## src/rtl/spi_sd_frame_receiver.sv

```systemverilog
// spi_sd_frame_receiver
// Parses SD-style command frames arriving one byte per io_BufferChanged strobe:
// start byte, ARG_BYTES argument bytes, then a CRC7/end-bit byte. An accepted
// frame may be followed by a start-token data block whose bytes are streamed
// out one per strobe, followed by two CRC16 bytes that are consumed unchecked.
// Optional feature macro: SPI_RX_CRC7_CHECK_EN (compute and verify the CRC7).
// Without it only the end bit of the CRC byte is checked.

module spi_sd_frame_receiver #(
  parameter int ARG_BYTES = 4,
  parameter int BLKSZ_W   = 12
) (
  input  logic                   clock,
  input  logic                   reset,
  input  logic                   io_CS,
  input  logic [7:0]             io_InputBuffer,
  input  logic                   io_BufferChanged,
  input  logic                   io_DataExpected,
  input  logic [BLKSZ_W-1:0]     io_DataBlockSize,
  output logic                   io_CommandValid,
  output logic [5:0]             io_Command,
  output logic [8*ARG_BYTES-1:0] io_CommandArgument,
  output logic                   io_FrameError,
  output logic [7:0]             io_DataOut,
  output logic                   io_DataValid,
  output logic                   io_DataDone,
  output logic [2:0]             io_State
);

  localparam int ARG_W = 8 * ARG_BYTES;

  localparam logic [2:0] ST_IDLE  = 3'd0;
  localparam logic [2:0] ST_ARG   = 3'd1;
  localparam logic [2:0] ST_CRC   = 3'd2;
  localparam logic [2:0] ST_TOKEN = 3'd3;
  localparam logic [2:0] ST_DATA  = 3'd4;
  localparam logic [2:0] ST_DCRC  = 3'd5;

  localparam logic [2:0] ARG_LAST    = 3'(ARG_BYTES - 1);
  localparam logic [7:0] START_TOKEN = 8'hFE;
  localparam logic [7:0] FILL_BYTE   = 8'hFF;

  logic [2:0]         state;
  logic [2:0]         state_nxt;
  logic [2:0]         arg_cnt;
  logic [BLKSZ_W-1:0] data_cnt;
  logic [BLKSZ_W-1:0] blk_size;
  logic               dcrc_cnt;
  logic [5:0]         pend_cmd;
  logic [ARG_W-1:0]   pend_arg;

  logic strobe;
  logic is_start;
  logic arg_last;
  logic data_last;
  logic crc_ok;
  logic frame_ok;
  logic token_bad;

  // A byte is only acted on when chip select is low; CS high always wins.
  assign strobe    = io_BufferChanged & ~io_CS;
  assign is_start  = (io_InputBuffer[7:6] == 2'b01);
  assign arg_last  = (arg_cnt == ARG_LAST);
  assign data_last = (data_cnt == blk_size - BLKSZ_W'(1));
  assign token_bad = (io_InputBuffer != START_TOKEN) && (io_InputBuffer != FILL_BYTE);
  assign frame_ok  = io_InputBuffer[0] & crc_ok;
  assign io_State  = state;

`ifdef SPI_RX_CRC7_CHECK_EN
  logic [6:0] crc_reg;

  // One byte of CRC7 (x^7 + x^3 + 1), processed MSB first.
  function automatic logic [6:0] crc7_byte(input logic [6:0] crc_in, input logic [7:0] data);
    logic [6:0] crc;
    logic       fb;
    crc = crc_in;
    for (int i = 7; i >= 0; i--) begin
      fb  = crc[6] ^ data[i];
      crc = {crc[5:0], 1'b0};
      if (fb) crc = crc ^ 7'h09;
    end
    return crc;
  endfunction

  assign crc_ok = (crc_reg == io_InputBuffer[7:1]);

  // Running CRC7 over the start byte and the argument bytes of the current frame.
  always_ff @(posedge clock or negedge reset) begin
    if (!reset) begin
      crc_reg <= 7'd0;
    end else if (io_CS) begin
      crc_reg <= 7'd0;
    end else if (strobe) begin
      if (state == ST_IDLE && is_start) begin
        crc_reg <= crc7_byte(7'd0, io_InputBuffer);
      end else if (state == ST_ARG) begin
        crc_reg <= crc7_byte(crc_reg, io_InputBuffer);
      end
    end
  end
`else
  assign crc_ok = 1'b1;
`endif

  // Next-state decode: one transition per accepted byte, CS high forces IDLE.
  always_comb begin
    state_nxt = state;
    if (io_CS) begin
      state_nxt = ST_IDLE;
    end else if (io_BufferChanged) begin
      case (state)
        ST_IDLE: begin
          if (is_start) state_nxt = ST_ARG;
        end
        ST_ARG: begin
          if (arg_last) state_nxt = ST_CRC;
        end
        ST_CRC: begin
          if (frame_ok && io_DataExpected) state_nxt = ST_TOKEN;
          else                             state_nxt = ST_IDLE;
        end
        ST_TOKEN: begin
          if (io_InputBuffer == START_TOKEN) begin
            if (io_DataBlockSize == '0) state_nxt = ST_DCRC;
            else                        state_nxt = ST_DATA;
          end else if (token_bad) begin
            state_nxt = ST_IDLE;
          end
        end
        ST_DATA: begin
          if (data_last) state_nxt = ST_DCRC;
        end
        ST_DCRC: begin
          if (dcrc_cnt) state_nxt = ST_IDLE;
        end
        default: state_nxt = ST_IDLE;
      endcase
    end
  end

  // State register.
  always_ff @(posedge clock or negedge reset) begin
    if (!reset) begin
      state <= ST_IDLE;
    end else begin
      state <= state_nxt;
    end
  end

  // Byte counters and the block size captured at the start token.
  always_ff @(posedge clock or negedge reset) begin
    if (!reset) begin
      arg_cnt  <= 3'd0;
      data_cnt <= '0;
      blk_size <= '0;
      dcrc_cnt <= 1'b0;
    end else if (io_CS) begin
      arg_cnt  <= 3'd0;
      data_cnt <= '0;
      dcrc_cnt <= 1'b0;
    end else if (strobe) begin
      case (state)
        ST_IDLE: begin
          arg_cnt <= 3'd0;
        end
        ST_ARG: begin
          if (arg_last) arg_cnt <= 3'd0;
          else          arg_cnt <= arg_cnt + 3'd1;
        end
        ST_TOKEN: begin
          if (io_InputBuffer == START_TOKEN) begin
            blk_size <= io_DataBlockSize;
            data_cnt <= '0;
            dcrc_cnt <= 1'b0;
          end
        end
        ST_DATA: begin
          if (data_last) data_cnt <= '0;
          else           data_cnt <= data_cnt + BLKSZ_W'(1);
        end
        ST_DCRC: begin
          dcrc_cnt <= ~dcrc_cnt;
        end
        default: ;
      endcase
    end
  end

  // Pending command and argument, assembled MSB first until the CRC byte decides.
  always_ff @(posedge clock or negedge reset) begin
    if (!reset) begin
      pend_cmd <= 6'd0;
      pend_arg <= '0;
    end else if (strobe) begin
      if (state == ST_IDLE && is_start) begin
        pend_cmd <= io_InputBuffer[5:0];
        pend_arg <= '0;
      end else if (state == ST_ARG) begin
        pend_arg <= (pend_arg << 8) | ARG_W'(io_InputBuffer);
      end
    end
  end

  // Registered outputs: pulses last one cycle, command/argument/data are held.
  always_ff @(posedge clock or negedge reset) begin
    if (!reset) begin
      io_CommandValid    <= 1'b0;
      io_Command         <= 6'd0;
      io_CommandArgument <= '0;
      io_FrameError      <= 1'b0;
      io_DataOut         <= 8'd0;
      io_DataValid       <= 1'b0;
      io_DataDone        <= 1'b0;
    end else begin
      io_CommandValid <= 1'b0;
      io_FrameError   <= 1'b0;
      io_DataValid    <= 1'b0;
      io_DataDone     <= 1'b0;
      if (strobe) begin
        case (state)
          ST_CRC: begin
            if (frame_ok) begin
              io_CommandValid    <= 1'b1;
              io_Command         <= pend_cmd;
              io_CommandArgument <= pend_arg;
            end else begin
              io_FrameError <= 1'b1;
            end
          end
          ST_TOKEN: begin
            if (token_bad) io_FrameError <= 1'b1;
          end
          ST_DATA: begin
            io_DataOut   <= io_InputBuffer;
            io_DataValid <= 1'b1;
          end
          ST_DCRC: begin
            if (dcrc_cnt) io_DataDone <= 1'b1;
          end
          default: ;
        endcase
      end
    end
  end

endmodule
```

## config.mk

```make
export PLATFORM = sky130hd
export DESIGN_NAME = spi_sd_frame_receiver
export DESIGN_NICKNAME = d
export VERILOG_FILES = /design/src/rtl/spi_sd_frame_receiver.sv
export SDC_FILE = /design/constraint.sdc
export NUM_CORES = 1
export LEC_CHECK = 0
export ABC_CLOCK_PERIOD_IN_PS = 2600
export CORE_UTILIZATION = 40
export CTS_CLUSTER_SIZE = 8
export DETAILED_ROUTE_END_ITERATION = 10
export SLEW_MARGIN = 10
export SYNTH_ARGS = -nofsm -noshare
export SYNTH_HDL_FRONTEND = slang
export SYNTH_SLANG_ARGS = --single-unit
export TNS_END_PERCENT = 10
```

## constraint.sdc

```tcl
create_clock -name clock -period 2.6 [get_ports clock]
set_input_delay 0.52 -clock clock [delete_from_list [all_inputs] [get_ports clock]]
set_output_delay 0.52 -clock clock [all_outputs]
set_load 0.1 [all_outputs]
```

* Word level (Yosys, flattened, before mapping)
Cells that the tools add are included.
Word-level totals: register bits after elaboration 119, input bits 25, output and inout bits 53, logic and storage cells 96
Operators by class: add/sub/neg operators 3, equality and inequality tests 17, multiplexer cells 38, bitwise logic cells 4, reductions and logical operators 20
Operator list (count):
- 32-bit two-way mux | 2
- 12-bit two-way mux | 4
- 3-bit two-way mux | 11
- 32-bit by 8-bit OR with 32-bit output | 1
- 12-bit case mux with 2 select lines | 1
- 3-bit case mux with 6 select lines | 1
- 8-bit inequality test (second input constant) | 2
- 1-bit two-way mux | 15
- 3-bit inequality test (second input constant) | 5
- 12-bit by 1-bit adder with 12-bit output (second input constant) | 1
- 12-bit equality test | 1
- 12-bit logical NOT | 1
- 12-bit by 1-bit subtractor with 12-bit output (second input constant) | 1
- 3-bit by 2-bit equality test with 1-bit output (second input constant) | 3
- 3-bit AND reduction | 3
- 3-bit nonzero test | 3
- 8-bit equality test (second input constant) | 1
- 2-bit AND reduction | 4
- 3-bit equality test (second input constant) | 2
- 3-bit case mux with 2 select lines | 1
- 6-bit AND reduction | 1
- 2-bit nonzero test | 3
- 4-bit inequality test (second input constant) | 1
- 1-bit case mux with 2 select lines | 2
- other kinds (9) | 12

* Depth between registers and ports, before layout
depth in word-level cells 7, depth in mapped cells 11, gate-level depth less buffers 9

* Worst setup path before layout
OpenSTA, ideal clock, no wires.
kind flip-flop to flip-flop, start register state[0] (netlist: io_State[0]), end register data_cnt[2], setup time 0.129 ns, arrival 2.459 ns, required time 2.471 ns, setup slack 0.011 ns, stages on the path, launching flop included 8, buffers on the path 1, clock period less this slack 2.589 ns, cells stage by stage dfrtp_1 > nand4_1 > nor4_1 > a21o_1 > a21oi_1 > clkbuf_1 > o21ai_0 > o21ai_0
Between the ends: longest elaborated chain between the ends 4, elaborated cells between the ends (all ways) 8, those cells by class eq/ne: 3; mux: 3; reduce/logical: 2
Ends and longest elaborated chain:
- start, declared | RTL line 43 | logic [2:0] state;
- start signal, assigned | RTL line 146 | state <= state_nxt;
- 3-bit equality test / 3-bit by 2-bit equality test with 1-bit output (equally long branches) | RTL line 162 | case (state)
- 12-bit case mux with 2 select lines | RTL line 162
- 12-bit two-way mux | RTL line 161 | end else if (strobe) begin
- 12-bit two-way mux | RTL line 157 | end else if (io_CS) begin
- end signal, assigned | RTL line 179 | else data_cnt <= data_cnt + BLKSZ_W'(1);
- end, declared | RTL line 46 | logic [BLKSZ_W-1:0] data_cnt;
Several ways; a longest one is shown, not always the timed one. The select of a mux whose other input is x is not followed. A chain may end at the register's enable or synchronous reset.

* Worst setup path after layout
start register blk_size[0], end register data_cnt[8]
Between the ends: longest elaborated chain between the ends 6
Ends and longest elaborated chain:
- start, declared | RTL line 47 | logic [BLKSZ_W-1:0] blk_size;
- start signal, assigned | RTL line 172 | blk_size <= io_DataBlockSize;
- 12-bit by 1-bit subtractor with 12-bit output | RTL line 64 | assign data_last = (data_cnt == blk_size - BLKSZ_W'(1));
- 12-bit equality test | RTL line 64
- 12-bit two-way mux | RTL line 178 | if (data_last) data_cnt <= '0;
- 12-bit case mux with 2 select lines | RTL line 162
- 12-bit two-way mux | RTL line 161
- 12-bit two-way mux | RTL line 157
No other way between the ends. The select of a mux whose other input is x is not followed.

==> results.sh <==
export IMPL_status="finished clean"
export IMPL_grt_total_usage=0.208
export IMPL_ys_flop_type="dfrtp_1"
export IMPL_gp_congestion=0.900
export IMPL_clk_pin_slew_ps=50
export IMPL_regArea_mm2=0.00298
export IMPL_report_final_slew_viol_count=0
export IMPL_synth_async_reset_ratio=1.00
export IMPL_setup_viol=0
export IMPL_fp_dieArea_mm2=0.0135
export IMPL_start_util=0.411
export IMPL_maxCapViolations=0
export IMPL_cts_tree="yes"
export IMPL_place_area_mm2=0.00626
export IMPL_cts_htree_levels=4
export IMPL_stdcell_count=816
export IMPL_synth_yosys_seq_area_share=0.572
export IMPL_drive_gt1_frac=0.213
export IMPL_cts_inserted_buffers=17
export IMPL_cts_buffer_depth=2
export IMPL_critPathTopFamily="simple AND/OR/NAND/NOR gates"
export IMPL_worstPathCellList="inv_1, ha_1, nor2b_1, or3_1, a31o_2, nor4_1, buf_4, a21oi_4, and3_1, a221o_1"
export IMPL_die_width_um=116
export IMPL_antenna_cells=0
export IMPL_critPathCaptureType="register"
export IMPL_hold_path_class="input pin to async pin"
export IMPL_pre_cts_ws_ps=91.5
export IMPL_slowest_delay_ps=340
export IMPL_clk_latency_ps=410
export IMPL_peakVddDrop_mv=0.550
export IMPL_grt_pass1_wl_um=21200
export IMPL_yosys_area_top_type="dfrtp_1"
export IMPL_mostFrequentLayoutCell="nand2_1"
export IMPL_cp_slowest_cell="dfrtp_1"
export IMPL_grt_overflow=0
export IMPL_areaGrowthSynthToFinish_pct=32.5
export IMPL_fin_ws_ps=142
export IMPL_drt_iter0_markers=263
export IMPL_dr_pass1_iters=5
export IMPL_cts_root_buf="clkbuf_16"
export IMPL_min_period_over_period=0.945
export IMPL_portBuffers=77
export IMPL_path_max_fanout=6
export IMPL_synth_top_area_frac=0.572
export IMPL_fillers=1169
export IMPL_dp_cells=786
export IMPL_synth_avg_cell_area_um2=9.86
export IMPL_grt_pass1_vias=4094
export IMPL_utilization=0.544
export IMPL_via_per_inst=5.14
export IMPL_fmax_mhz=407
export IMPL_worst_pin_slew_ps=676
export IMPL_most_common_layout_cells="nand2_1 (174), dfrtp_1 (119), buf_4 (83), a22o_1 (36), clkdlybuf4s50_1 (23)"
export IMPL_final_area_mm2=0.00690
export IMPL_synthTopCellsByArea="dfrtp_1 (57%), nand2_1 (13%), a22o_1 (6.1%), mux2_2 (2.8%), clkbuf_1 (1.4%)"
export IMPL_finalWirelength_um=12700
export IMPL_row_count=41
export IMPL_synth_warnings=0
export IMPL_synth_nets=556
export IMPL_power_density_mw_per_mm2=1080
export IMPL_p_leak_nw=3.53
export IMPL_clock_sinks=119
export IMPL_multi_input_area_mm2=0.00210
export IMPL_synth_edff_count=0
export IMPL_netlist_area_mm2=0.00521
export IMPL_final_hold_viol_count=0
export IMPL_ant_nets=0
export IMPL_worst_path_buf_inv=2
export IMPL_drc_errors=0
export IMPL_fp_dieH_um=116
export IMPL_nNetsFinal=661
export IMPL_relSlewSlack=0.545
export IMPL_cp_required_ps=2890
export IMPL_clock_skew_ps=5.58
export IMPL_start_kind="register"
export IMPL_core_mm2=0.0127
export IMPL_synthCells=528
export IMPL_hpwl_um=8860
export IMPL_wl_per_cell_um=15.5
export IMPL_antenna_found_initial=0
export IMPL_synth_distinct_cells=49
export IMPL_fin_setup_tns_ps=0
export IMPL_arrival_ps=2750
export IMPL_ys_seq_elements=119
export IMPL_grt_max_degree=49
export IMPL_postCtsSetupBuffers=0
export IMPL_num_vias=4194
export IMPL_post_route_min_period_ps=2460
export IMPL_worstSetupPathType="register to register"
export IMPL_io_pins=78
registers in the layout (all words and copies together) (netlist names):
name	flops
io_FrameError	1
data_cnt	12
io_State	3
blk_size	12
dcrc_cnt	1
io_CommandValid	1
io_Command	6
io_CommandArgument	32
io_DataDone	1
pend_arg	32
arg_cnt	3
io_DataValid	1
io_DataOut	8
pend_cmd	6
cell usage after synthesis, types with 3 or more instances:
library cell / instances
xor2_1: 6
inv_1: 13
clkbuf_1: 20
xnor2_1: 6
nand4_1: 5
or3_1: 5
nor3_1: 10
nor2_1: 12
nand2_1: 174
and3_1: 5
nand2b_1: 9
o21ai_0: 14
ha_1: 3
nor4_1: 6
o22ai_1: 4
a22o_1: 36
dfrtp_1: 119
nor2b_1: 7
mux2_2: 13
or4_1: 4
nand3_1: 7
a21o_1: 3
a21oi_1: 11
metrics by stage:
stage,hold slack [ps],power [mW]
6_report,121,7.46
5_1_grt,177,7.79
4_1_cts,146,7.51
3_5_place_dp,458,5.04
3_3_place_gp,459,5.01
2_1_floorplan,224,4.39
cell type report:
class | instances | share of cell area
clock buffers | 21 | 0.0682
clock inverters | 9 | 0.0216
inverters | 14 | 0.00762
multi-input cells | 371 | 0.304
flip-flops and latches | 119 | 0.432
well taps | 172 | 0.0312
repair buffers | 110 | 0.135
worst register-to-register path, stage by stage (launching register included):
cell	delay (ps)
dfrtp_1	340
inv_1	60
ha_1	230
nor2b_1	130
or3_1	320
a31o_2	210
nor4_1	330
buf_4	190
a21oi_4	80
and3_1	190
a221o_1	260
routing by layer:
metal	vias to the layer above	part of all wire	global-route usage
li1	2034	-	-
met4	0	0.016	0.0778
met2	100	0.47	0.321
met1	2043	0.47	0.291
met5	-	0	0
met3	17	0.038	0.0429
timing repair:
item / CTS / global route
hold buffers: 0 / 0
hold endpoints to repair: 0 / 0
setup endpoints to repair: 0 / 4
gates resized for setup: 0 / 2
worst paths after layout:
path                                    from                endpoint  slack [ps]  depth (start not counted)
max in group asynchronous              reset             pend_arg[9]        1770                          2
worst max register to register   blk_size[0]             data_cnt[8]         140                         10
min in group clock              pend_arg[25]  io_CommandArgument[25]         460                          2
worst max-delay path             blk_size[0]             data_cnt[8]         140                         10
worst min-delay path                   reset            pend_arg[21]         120                          1
worst min register to register  pend_arg[25]  io_CommandArgument[25]         460                          2
power by group:
group	total, mW	leakage (nW)	switching [mW]	internal, mW
combinational	2.35	1.60	1.76	0.595
sequential	2.66	1.62	0.354	2.31
clock	2.44	0.309	0.784	1.66
total	7.46	3.53	2.89	4.56
cells by family (layout without fill, tap and decap cells):
logic type                 after synthesis  in the layout  synth area share
muxes                                   13             13            0.0281
buffers and inverters                   38            154            0.0279
adders and majority gates                3              3           0.00721
xor gates and xnor gates                12             12            0.0202
and+or+nand+nor                        256            256             0.220
AOI/OAI and AO/OA                       87             87             0.125
DFF                                    119            119             0.572
No activity file was read; power rests on OpenSTA's default activity.
==> patch, RTL diff (same flow settings) <==
Add an input register stage for `io_BufferChanged`, `io_DataExpected` and `io_DataBlockSize`; this delays them by one clock. The other inputs are not delayed to match.
--- a/src/rtl/spi_sd_frame_receiver.sv
+++ b/src/rtl/spi_sd_frame_receiver.sv
@@ -41,4 +41,14 @@
   localparam logic [7:0] FILL_BYTE   = 8'hFF;
 
+  logic io_BufferChanged_q;
+  logic io_DataExpected_q;
+  logic [BLKSZ_W-1:0] io_DataBlockSize_q;
+
+  always_ff @(posedge clock) begin
+    io_BufferChanged_q <= io_BufferChanged;
+    io_DataExpected_q  <= io_DataExpected;
+    io_DataBlockSize_q <= io_DataBlockSize;
+  end
+
   logic [2:0]         state;
   logic [2:0]         state_nxt;
@@ -59,5 +69,5 @@
 
   // A byte is only acted on when chip select is low; CS high always wins.
-  assign strobe    = io_BufferChanged & ~io_CS;
+  assign strobe    = io_BufferChanged_q & ~io_CS;
   assign is_start  = (io_InputBuffer[7:6] == 2'b01);
   assign arg_last  = (arg_cnt == ARG_LAST);
@@ -108,5 +118,5 @@
     if (io_CS) begin
       state_nxt = ST_IDLE;
-    end else if (io_BufferChanged) begin
+    end else if (io_BufferChanged_q) begin
       case (state)
         ST_IDLE: begin
@@ -117,10 +127,10 @@
         end
         ST_CRC: begin
-          if (frame_ok && io_DataExpected) state_nxt = ST_TOKEN;
+          if (frame_ok && io_DataExpected_q) state_nxt = ST_TOKEN;
           else                             state_nxt = ST_IDLE;
         end
         ST_TOKEN: begin
           if (io_InputBuffer == START_TOKEN) begin
-            if (io_DataBlockSize == '0) state_nxt = ST_DCRC;
+            if (io_DataBlockSize_q == '0) state_nxt = ST_DCRC;
             else                        state_nxt = ST_DATA;
           end else if (token_bad) begin
@@ -170,5 +180,5 @@
         ST_TOKEN: begin
           if (io_InputBuffer == START_TOKEN) begin
-            blk_size <= io_DataBlockSize;
+            blk_size <= io_DataBlockSize_q;
             data_cnt <= '0;
             dcrc_cnt <= 1'b0;
Function: changed (a bounded check fails within 4 cycles, from zero or initial values and one cycle with reset low).
==> patch against the unedited design <==
- via count increased by 3.8%
- area after synthesis increased by 5.5%
- first-iteration DRC count decreased by 13%
- sequential share of layout area increased by 1.8 points
- sequential cell count increased by 14
- routed wire length increased by 1.1%
- worst hold slack got worse by 0.067 ns
- setup slack improved by 0.0064 ns
- largest power group unchanged
- maximum frequency increased by 0.26%
- final area increased by 5.0%
- critical path type unchanged
- count of clock-buffer cells in the layout decreased by 1
- power decreased by 0.49%
- clock power decreased by 4%
- largest cell class unchanged
==> patch: results (changes against the unedited design) <==
| Group | Parameter | Reported | Delta |
|---|---|---|---|
| outcome | Outcome | finished, final reports clean | unchanged |
| critical path | Crit Reg-Reg Endpoint | data_cnt[9]$_DFFE_PN0P_ | was data_cnt[8]$_DFFE_PN0P_ |
| placed design | Pre-CTS worst setup slack | -0.248 ns | was 0.0915 ns |
| placed design | Detail Placement HPWL | 8.72 mm | was 8.86 mm |
| finish | Fraction of layout cells with a size suffix above 1 | 23.9% | was 21.3% |
| synth | Largest cells by area after synthesis | sky130_fd_sc_hd__dfrtp_1 54%, sky130_fd_sc_hd__nand2_1 11%, sky130_fd_sc_hd__a22o_1 5.4% | was sky130_fd_sc_hd__dfrtp_1 57%, sky130_fd_sc_hd__nand2_1 13%, sky130_fd_sc_hd__a22o_1 6.1% |
| grt | Vias in the first global route | 4302 | was 4094 |
| grt | Wire length of the first global-routing pass | 21.8 mm | was 21.2 mm |
| placed design | Final weighted congestion in routability-driven placement | 0.840 | was 0.900 |
| drt | Number of detailed-routing iterations run before antenna repair | 4 | was 5 |
| drt | Wire length after detailed routing | 12.8 mm | was 12.7 mm |
| synth | Cell types with the highest counts after synthesis | 161 x sky130_fd_sc_hd__nand2_1, 119 x sky130_fd_sc_hd__dfrtp_1, 34 x sky130_fd_sc_hd__a22o_1, 24 x sky130_fd_sc_hd__clkbuf_1, 20 x sky130_fd_sc_hd__nand3_1 | was 174 x sky130_fd_sc_hd__nand2_1, 119 x sky130_fd_sc_hd__dfrtp_1, 36 x sky130_fd_sc_hd__a22o_1, 20 x sky130_fd_sc_hd__clkbuf_1, 14 x sky130_fd_sc_hd__o21ai_0 |
| drt | Detailed-route vias per instance | 5.18 | was 5.14 |
| placed design | Cells after DPL | 799 | was 786 |
| timing | Final Hold Slack | 0.0546 ns | was 0.121 ns |
| critical path | Highest net fanout along the worst path | 5 | was 6 |
| timing | Max frequency | 0.408 GHz | was 0.407 GHz |
| power and ir drop | P_leak | 0.00373 uW | was 0.00353 uW |
| synth | Post-synthesis sequential area ratio | 59.3% | was 57.2% |
| grt | Pin count of the biggest net entering global routing | 65 | was 49 |
| power and ir drop | Maximum vdd drop | 0.000520 V | was 0.000550 V |
| critical path | CP max stage delay | 0.38 ns | was 0.34 ns |
| grt | Total GRT Usage | 19.6% | was 20.8% |
| critical path | Worst reg2reg path depth | 11 | was 10 |
| timing | Relative slew slack | 54.3% | was 54.5% |
| power and ir drop | Switch Pwr | 2860 uW | was 2890 uW |
| drt | Detailed-route wire length per cell | 15.2 microns | was 15.5 microns |
| synth | Post-synth ARST share | 89.5% | was 100% |
| drt | Initial drt markers | 230 | was 263 |
| synth | Average footprint of a synthesized cell | 10.3 sq um | was 9.86 sq um |
patch: changes by cell type after synthesis, moves of 5 or more:
cell | before | now
sky130_fd_sc_hd__nand2_1 | 174 | 161
sky130_fd_sc_hd__nand3_1 | 7 | 20
sky130_fd_sc_hd__a221o_1 | 1 | 6
sky130_fd_sc_hd__nand2b_1 | 9 | 4
sky130_fd_sc_hd__o21ai_0 | 14 | 8
sky130_fd_sc_hd__dfxtp_1 | 0 | 14
patch: power by group through the flow:
stage	Clock [uW]	Combinational, uW	Sequential, uW
after global routing	2510	2310	2930
after global placement	0	2180	2890
after detailed placement	0	2200	2900
after CTS	2410	2210	2870
final	2350	2200	2870
after floorplan	0	535	3940
patch: how the worst max path moves through the flow:
stage / endpoint / depth (start not counted) / start
2_1_floorplan: data_cnt[3]$_DFFE_PN0P_ / 7 / io_State[2]$_DFFE_PN0P_
3_3_place_gp: data_cnt[10]$_DFFE_PN0P_ / 9 / io_InputBuffer[5]
3_5_place_dp: data_cnt[10]$_DFFE_PN0P_ / 9 / io_InputBuffer[1]
4_1_cts: data_cnt[9]$_DFFE_PN0P_ / 10 / blk_size[0]$_DFFE_PN0P_
5_1_grt: data_cnt[9]$_DFFE_PN0P_ / 11 / blk_size[0]$_DFFE_PN0P_
6_report: data_cnt[9]$_DFFE_PN0P_ / 11 / blk_size[0]$_DFFE_PN0P_
patch: cell type report:
| class | instances | area (sq um) |
|---|---|---|
| Fill cell | 1216 | 6050 |
| Sequential cell | 133 | 3260 |
| Multi-Input combinational cell | 365 | 2100 |
| Timing Repair Buffer | 126 | 1030 |
| Clock buffer | 20 | 467 |
| Tap cell | 176 | 220 |
| Clock inverter | 10 | 123 |
| Inverter | 11 | 41.3 |
patch: logic make-up after synthesis:
kind of cell	after synthesis	share of synthesized area, %
xor gates and xnor gates	14	2.23
muxes	13	2.66
adders and majority gates	3	0.683
buffers and inverters	38	2.80
and+or+nand+nor	254	21.2
AOI/OAI and AO/OA	81	11.1
DFF	133	59.3
patch: timing repair:
item,4_1_cts,5_1_grt
setup endpoints to repair,5,5
pin swaps,0,3
resized for setup,1,2
buffers inserted,0,11
gates cloned,0,1
patch: metal layers:
layer,vias up,GRT usage [%],wire [microns]
met1,2142,27.5,6200
li1,2084,-,-
met2,105,29.0,5810
met5,-,0,0
met3,22,5.03,535
met4,0,7.83,267
patch: through the flow:
stage / power (uW) / util [%] / cell area (sq um)
finish: 7420 / 54.5 / 7250
global route: 7750 / 54.5 / 7250
CTS: 7480 / 53.7 / 7140
detailed placement: 5100 / 49.2 / 6550
global placement: 5070 / 49.2 / 6550
floorplan: 4480 / - / 5500
